**src/rtl/fwd_pkg.sv**
```systemverilog
`default_nettype none
// ============================================================================
// Module      : fwd_pkg
// Description : Shared definitions for the forwarding / hazard unit:
//               operand-select encodings, stage-entry field widths and the
//               stage-entry record carried through EX, MEM and WB.
// Revision    : 1.0 - initial release
// ============================================================================
package fwd_pkg;

  // Field widths
  localparam int REG_W = 5;   // register specifier width
  localparam int SEL_W = 2;   // operand-select width
  localparam int CNT_W = 16;  // stall counter width

  // Operand-select encodings (3 is reserved and never produced)
  localparam logic [SEL_W-1:0] FWD_REG   = 2'd0;  // register / pipeline value
  localparam logic [SEL_W-1:0] FWD_EXMEM = 2'd1;  // EX/MEM ALU result
  localparam logic [SEL_W-1:0] FWD_MEMWB = 2'd2;  // MEM/WB writeback result

  // One pipeline-stage entry as tracked by the hazard unit
  typedef struct packed {
    logic [REG_W-1:0] dest;
    logic             regwr;
    logic             memrd;
    logic             memwr;
    logic [REG_W-1:0] rt;
  } stage_t;

  localparam stage_t BUBBLE = '0;

endpackage : fwd_pkg
`default_nettype wire

```
**src/rtl/fwd_match.sv**
```systemverilog
`default_nettype none
// ============================================================================
// Module      : fwd_match
// Description : Producer/consumer register match. A stage entry matches a
//               register only if it writes the register file, targets a
//               non-zero register, and targets exactly that register.
//               Register 0 is hard-wired and never matches.
// Ports       : entry_dest  in  5  destination of the stage entry
//               entry_regwr in  1  stage entry writes the register file
//               reg_in      in  5  register being read by the consumer
//               match       out 1  forwarding / hazard match
// Revision    : 1.0 - initial release
// ============================================================================
module fwd_match
  import fwd_pkg::*;
(
  input  logic [REG_W-1:0] entry_dest,
  input  logic             entry_regwr,
  input  logic [REG_W-1:0] reg_in,
  output logic             match
);

  assign match = entry_regwr && (entry_dest != '0) && (entry_dest == reg_in);

endmodule : fwd_match
`default_nettype wire

```
**src/rtl/forward_hazard_unit.sv**
```systemverilog
`default_nettype none
// ============================================================================
// Module      : forward_hazard_unit
// Description : Forwarding and load-use hazard unit for a 5-stage pipeline.
//               Tracks EX, MEM and WB stage entries, raises a combinational
//               Stall on load-use hazards, and registers operand-select
//               codes one cycle ahead of the instruction that uses them.
// Ports       : clk, rst            clock, async active-high reset
//               id_rs/id_rt         source registers of the ID instruction
//               id_use_rs/id_use_rt ID instruction actually reads rs / rt
//               id_dest, id_regwr   ID destination and write enable
//               id_memrd, id_memwr  ID instruction is a load / store
//               Flush               discard the ID instruction
//               Stall               load-use hazard (combinational)
//               ForwardA/B          EX operand selects (registered)
//               ForwardC            MEM store-data select (registered)
//               stall_cnt           saturating count of stall cycles
// Revision    : 1.0 - initial release
// ============================================================================
module forward_hazard_unit
  import fwd_pkg::*;
(
  input  logic             clk,
  input  logic             rst,
  input  logic [REG_W-1:0] id_rs,
  input  logic [REG_W-1:0] id_rt,
  input  logic             id_use_rs,
  input  logic             id_use_rt,
  input  logic [REG_W-1:0] id_dest,
  input  logic             id_regwr,
  input  logic             id_memrd,
  input  logic             id_memwr,
  input  logic             Flush,
  output logic             Stall,
  output logic [SEL_W-1:0] ForwardA,
  output logic [SEL_W-1:0] ForwardB,
  output logic [SEL_W-1:0] ForwardC,
  output logic [CNT_W-1:0] stall_cnt
);

  // Stage entries
  stage_t ex_q, ex_d;
  stage_t mem_q, mem_d;
  stage_t wb_q, wb_d;

  // Registered selects and counter
  logic [SEL_W-1:0] fwd_a_q, fwd_a_d;
  logic [SEL_W-1:0] fwd_b_q, fwd_b_d;
  logic [SEL_W-1:0] fwd_c_q, fwd_c_d;
  logic [CNT_W-1:0] stall_cnt_q, stall_cnt_d;

  // Match results
  logic ex_hit_rs;
  logic ex_hit_rt;
  logic mem_hit_rs;
  logic mem_hit_rt;
  logic mem_hit_st;   // MEM entry produces the register the EX store writes out

  logic   stall;
  logic   bubble;
  stage_t id_entry;

  fwd_match u_match_ex_rs (
    .entry_dest  (ex_q.dest),
    .entry_regwr (ex_q.regwr),
    .reg_in      (id_rs),
    .match       (ex_hit_rs)
  );

  fwd_match u_match_ex_rt (
    .entry_dest  (ex_q.dest),
    .entry_regwr (ex_q.regwr),
    .reg_in      (id_rt),
    .match       (ex_hit_rt)
  );

  fwd_match u_match_mem_rs (
    .entry_dest  (mem_q.dest),
    .entry_regwr (mem_q.regwr),
    .reg_in      (id_rs),
    .match       (mem_hit_rs)
  );

  fwd_match u_match_mem_rt (
    .entry_dest  (mem_q.dest),
    .entry_regwr (mem_q.regwr),
    .reg_in      (id_rt),
    .match       (mem_hit_rt)
  );

  fwd_match u_match_mem_st (
    .entry_dest  (mem_q.dest),
    .entry_regwr (mem_q.regwr),
    .reg_in      (ex_q.rt),
    .match       (mem_hit_st)
  );

  always_comb begin
    // Flush wins over a load-use hazard: the consumer is being discarded.
    stall  = !Flush && ex_q.memrd &&
             ((ex_hit_rs && id_use_rs) || (ex_hit_rt && id_use_rt));
    bubble = stall || Flush;

    id_entry = '{dest:  id_dest,
                 regwr: id_regwr,
                 memrd: id_memrd,
                 memwr: id_memwr,
                 rt:    id_rt};

    ex_d  = bubble ? BUBBLE : id_entry;
    mem_d = ex_q;
    wb_d  = mem_q;

    // Selects are computed against the entries the ID instruction will
    // follow once it reaches EX: current EX becomes EX/MEM, current MEM
    // becomes MEM/WB. The younger producer (EX) has priority.
    fwd_a_d = FWD_REG;
    fwd_b_d = FWD_REG;
    if (!bubble) begin
      if (ex_hit_rs)       fwd_a_d = FWD_EXMEM;
      else if (mem_hit_rs) fwd_a_d = FWD_MEMWB;

      if (ex_hit_rt)       fwd_b_d = FWD_EXMEM;
      else if (mem_hit_rt) fwd_b_d = FWD_MEMWB;
    end

    // Store in EX moves to MEM next cycle while its producer in MEM moves
    // to WB, so the store data must come from the writeback result.
    fwd_c_d = (ex_q.memwr && mem_hit_st) ? FWD_MEMWB : FWD_REG;

    stall_cnt_d = stall_cnt_q;
    if (stall && (stall_cnt_q != {CNT_W{1'b1}})) begin
      stall_cnt_d = stall_cnt_q + CNT_W'(1);
    end
  end

  always_ff @(posedge clk or posedge rst) begin
    if (rst) begin
      ex_q        <= BUBBLE;
      mem_q       <= BUBBLE;
      wb_q        <= BUBBLE;
      fwd_a_q     <= FWD_REG;
      fwd_b_q     <= FWD_REG;
      fwd_c_q     <= FWD_REG;
      stall_cnt_q <= '0;
    end else begin
      ex_q        <= ex_d;
      mem_q       <= mem_d;
      wb_q        <= wb_d;
      fwd_a_q     <= fwd_a_d;
      fwd_b_q     <= fwd_b_d;
      fwd_c_q     <= fwd_c_d;
      stall_cnt_q <= stall_cnt_d;
    end
  end

  assign Stall     = stall;
  assign ForwardA  = fwd_a_q;
  assign ForwardB  = fwd_b_q;
  assign ForwardC  = fwd_c_q;
  assign stall_cnt = stall_cnt_q;

  // WB is tracked for pipeline completeness; it has no consumer here, and
  // the load/store flags and rt of MEM are not needed by any decision.
  logic unused_stage_bits;
  assign unused_stage_bits = ^{wb_q, mem_q.memrd, mem_q.memwr, mem_q.rt};

endmodule : forward_hazard_unit
`default_nettype wire

```
**config.mk**
```make
export PLATFORM = sky130hd
export DESIGN_NAME = forward_hazard_unit
export DESIGN_NICKNAME = d
export VERILOG_FILES = /design/src/rtl/fwd_pkg.sv /design/src/rtl/fwd_match.sv /design/src/rtl/forward_hazard_unit.sv
export SDC_FILE = /design/constraint.sdc
export NUM_CORES = 1
export LEC_CHECK = 0
export CAP_MARGIN = 25
export CORE_MARGIN = 5
export CORE_UTILIZATION = 50
export DETAILED_ROUTE_END_ITERATION = 10
export PLACE_DENSITY = 0.8
export SETUP_SLACK_MARGIN = 0.05
export SYNTH_ARGS = -nofsm -noshare
export SYNTH_HDL_FRONTEND = slang
export SYNTH_HIERARCHICAL = 1
export SYNTH_SLANG_ARGS = --single-unit
```
**constraint.sdc**
```tcl
create_clock -name clk -period 3 [get_ports clk]
set_clock_uncertainty 0.1 [all_clocks]
set_input_delay 0.3 -clock clk [delete_from_list [all_inputs] [get_ports clk]]
set_output_delay 0.3 -clock clk [all_outputs]
set_load 0.02 [all_outputs]
```
==> results.tsv <==
metric	value	unit
outcome	finished, final reports clean	
Synth cell types	42	
leakage power	1.17	nW
FF+latch count, synth	40	
CP peak stage delay	0.49	ns
average cell area after synthesis	11.6	µm²
H-tree depth	2	
I/O pins	46	
FP Rows	23	
overall overflow remaining after global route	0	
Sw Ratio	23.6	%
syn_nets	200	
die footprint	0.00546	mm²
Most used DFF post-synth	dfrtp_1	
critical setup path kind	input pin to flip-flop	
period utilisation layout	85.3	%
CP top delay family	simple AND/OR/NAND/NOR gates	
Critical Path Sink Type	flip-flop	
FFs w/ async S/R, synth	100	%
Tmin final	2.56	ns
worst min-delay path class	flip-flop to flip-flop	
Final Hold Fails	0	
Num Clock Sinks	40	
Worst-path clk slew	0.08	ns
via count	1465	
post-route ant nets	0	
peak supply drop	266	µV
first-pass GRT wire length	6730	µm
post-synth top area share	49.1	%
Syn. warnings	6	
top post-synthesis cells by count	dfrtp_1, xor2_1, and2_1, xnor2_1	
number of global-route vias before repair	1402	
sequential share of power	55.2	%
routed vias/inst	5.25	
drt total wl	4100	µm
Root Buffer	clkbuf_8	
clock tree from TritonCTS	yes	
Hold Buf Count CTS	0	
Max-cap violations	0	
sequential area share after synthesis	49.1	%
synth top area cells	dfrtp_1, xor2_1, xnor2_1	
Worst EP required	3.09	ns
# setup viols final	0	
Die H	73.9	µm
Synth Cell Area	0.00204	mm²
Area Overhead vs Synth	29.5	%
Initial Util	51.4	%
antenna violations before repair	0	
PD cells	393	mW/mm²
first-iteration detailed-routing DRC count	104	
final core area utilization	66.5	%
share of cells above drive strength 1	13.1	%
DIE WIDTH	73.9	µm
Synth area leader	dfrtp_1	
crit-path max FO	3	
Core Area	0.00397	mm²
Buf+Inv Stages, Crit Path	2	
Clock Power Share	35.2	%
most frequent cell after synthesis	dfrtp_1	
Sum Neg Setup Slack	0	ns
RSZ-0062 raised after global routing	false	
largest net degree at the start of global routing	41	
GRT Util Overall	16.5	%
routability cong.	0.827	
Internal Power	0.793	mW
dpl hpwl	3030	µm
CP max stage cell	or4_1	
Net count, final	252	
antenna cell count	0	
Syn Inst Count	176	
CTS buffer count	5	
Post-CTS Setup Repair Bufs	0	
drt pass-1 iters	4	
EDFF count, synth	0	
Cell Chain, Critical Path	clkdlybuf4s50_1 > xor2_1 > nor3_1 > and4_1 > a22oi_1 > buf_4 > or4_1 > nor2_1 > mux2_2	
Clock Path Buffers	2	
Critical Path AT	2.65	ns
Port Buf Inserts	44	
Remaining DRCs	0	
CP Launch Type	input pin	
Routed WL per cell	14.7	µm
Skew-Pair Late Insertion Delay	0.30	ns
post-CTS sizing	0	
Slew Limit Fails	0	
sw power	0.245	mW
logic gate share of total power	9.7	%
fmax	391	MHz
total power	1.04	mW
-- sequential cells by signal, indices dropped and copies added (netlist names) --
register	count
ForwardB	2
ForwardA	2
ForwardC	1
stall_cnt	16
mem_q	6
ex_q	13
-- layout make-up --
type                       count  area [µm²]
clock buffer                   6        82.6
clock inverter                 2        10.0
fill                         312        1330
inverter                       4        15.0
multi-input combinational    129         997
sequential                    40        1000
tap                           50        62.6
timing repair buffer          48         473
-- path summary, 6_finish.rpt --
kind	startpoint	endpoint	slack, ns	cells past startpoint
max	id_rs[3]	stall_cnt[7]	0.44	9
min	ex_q[7]	mem_q[7]	0.30	0
max reg2reg	ex_q[11]	stall_cnt[7]	0.44	8
min reg2reg	ex_q[7]	mem_q[7]	0.30	0
max in group asynchronous	rst	ex_q[3]	2.14	3
min in group asynchronous	rst	stall_cnt[14]	0.31	3
-- cells in the final DEF (no fill, tap or decap), types with 2 or more instances in the layout --
master           count
clkdlybuf4s50_1     43
dfrtp_1             40
xor2_1              19
and2_1              16
xnor2_1             12
nand3_1              9
nand2_1              9
nor3_1               8
and4_1               6
clkbuf_8             6
nor4_2               5
or2_0                5
o21ai_1              5
buf_4                4
inv_1                3
nand4_1              3
nor2_1               3
nand4_4              2
nor4_4               2
nor4b_1              2
a21oi_1              2
clkinv_2             2
-- power groups by stage --
stage	clock (mW)	sequential (mW)	combinational [mW]
6_report	0.365	0.573	0.100
5_1_grt	0.401	0.575	0.110
4_1_cts	0.375	0.573	0.101
2_1_floorplan	0	0.580	0.0540
3_5_place_dp	0	0.583	0.101
3_3_place_gp	0	0.583	0.0990
-- per-layer routing --
layer / global-route usage [%] / routed length, µm / vias to the layer above
met5: 0 / 0 / -
met4: 9.66 / 102 / 0
met3: 2.60 / 180 / 8
met2: 24.3 / 1960 / 36
met1: 22.7 / 1860 / 705
li1: - / - / 716
-- stage by stage --
stage / setup WS [ns] / area (µm²) / hold slack, ns / std cells
after global routing: 0.269 / 2640 / 0.315 / 279
after global placement: 0.148 / 2550 / 0.288 / 271
after detailed placement: 0.0769 / 2550 / 0.288 / 271
after CTS: 0.0613 / 2640 / 0.305 / 279
final: 0.441 / 2640 / 0.302 / 279
after floorplan: 0.751 / 2040 / 0.260 / 176
-- kinds of logic after synthesis --
group	count (synthesis)	synth area share (%)
AND/OR/NAND/NOR	81	29.5
flip-flops	40	49.1
XOR/XNOR	31	13.3
AO/OA/AOI/OAI	12	3.50
buffers and inverters	7	2.02
multiplexers	3	1.78
adder cells (fa/ha/maj)	1	0.613
other	1	0.184
Power figures use the tool's default switching activity.
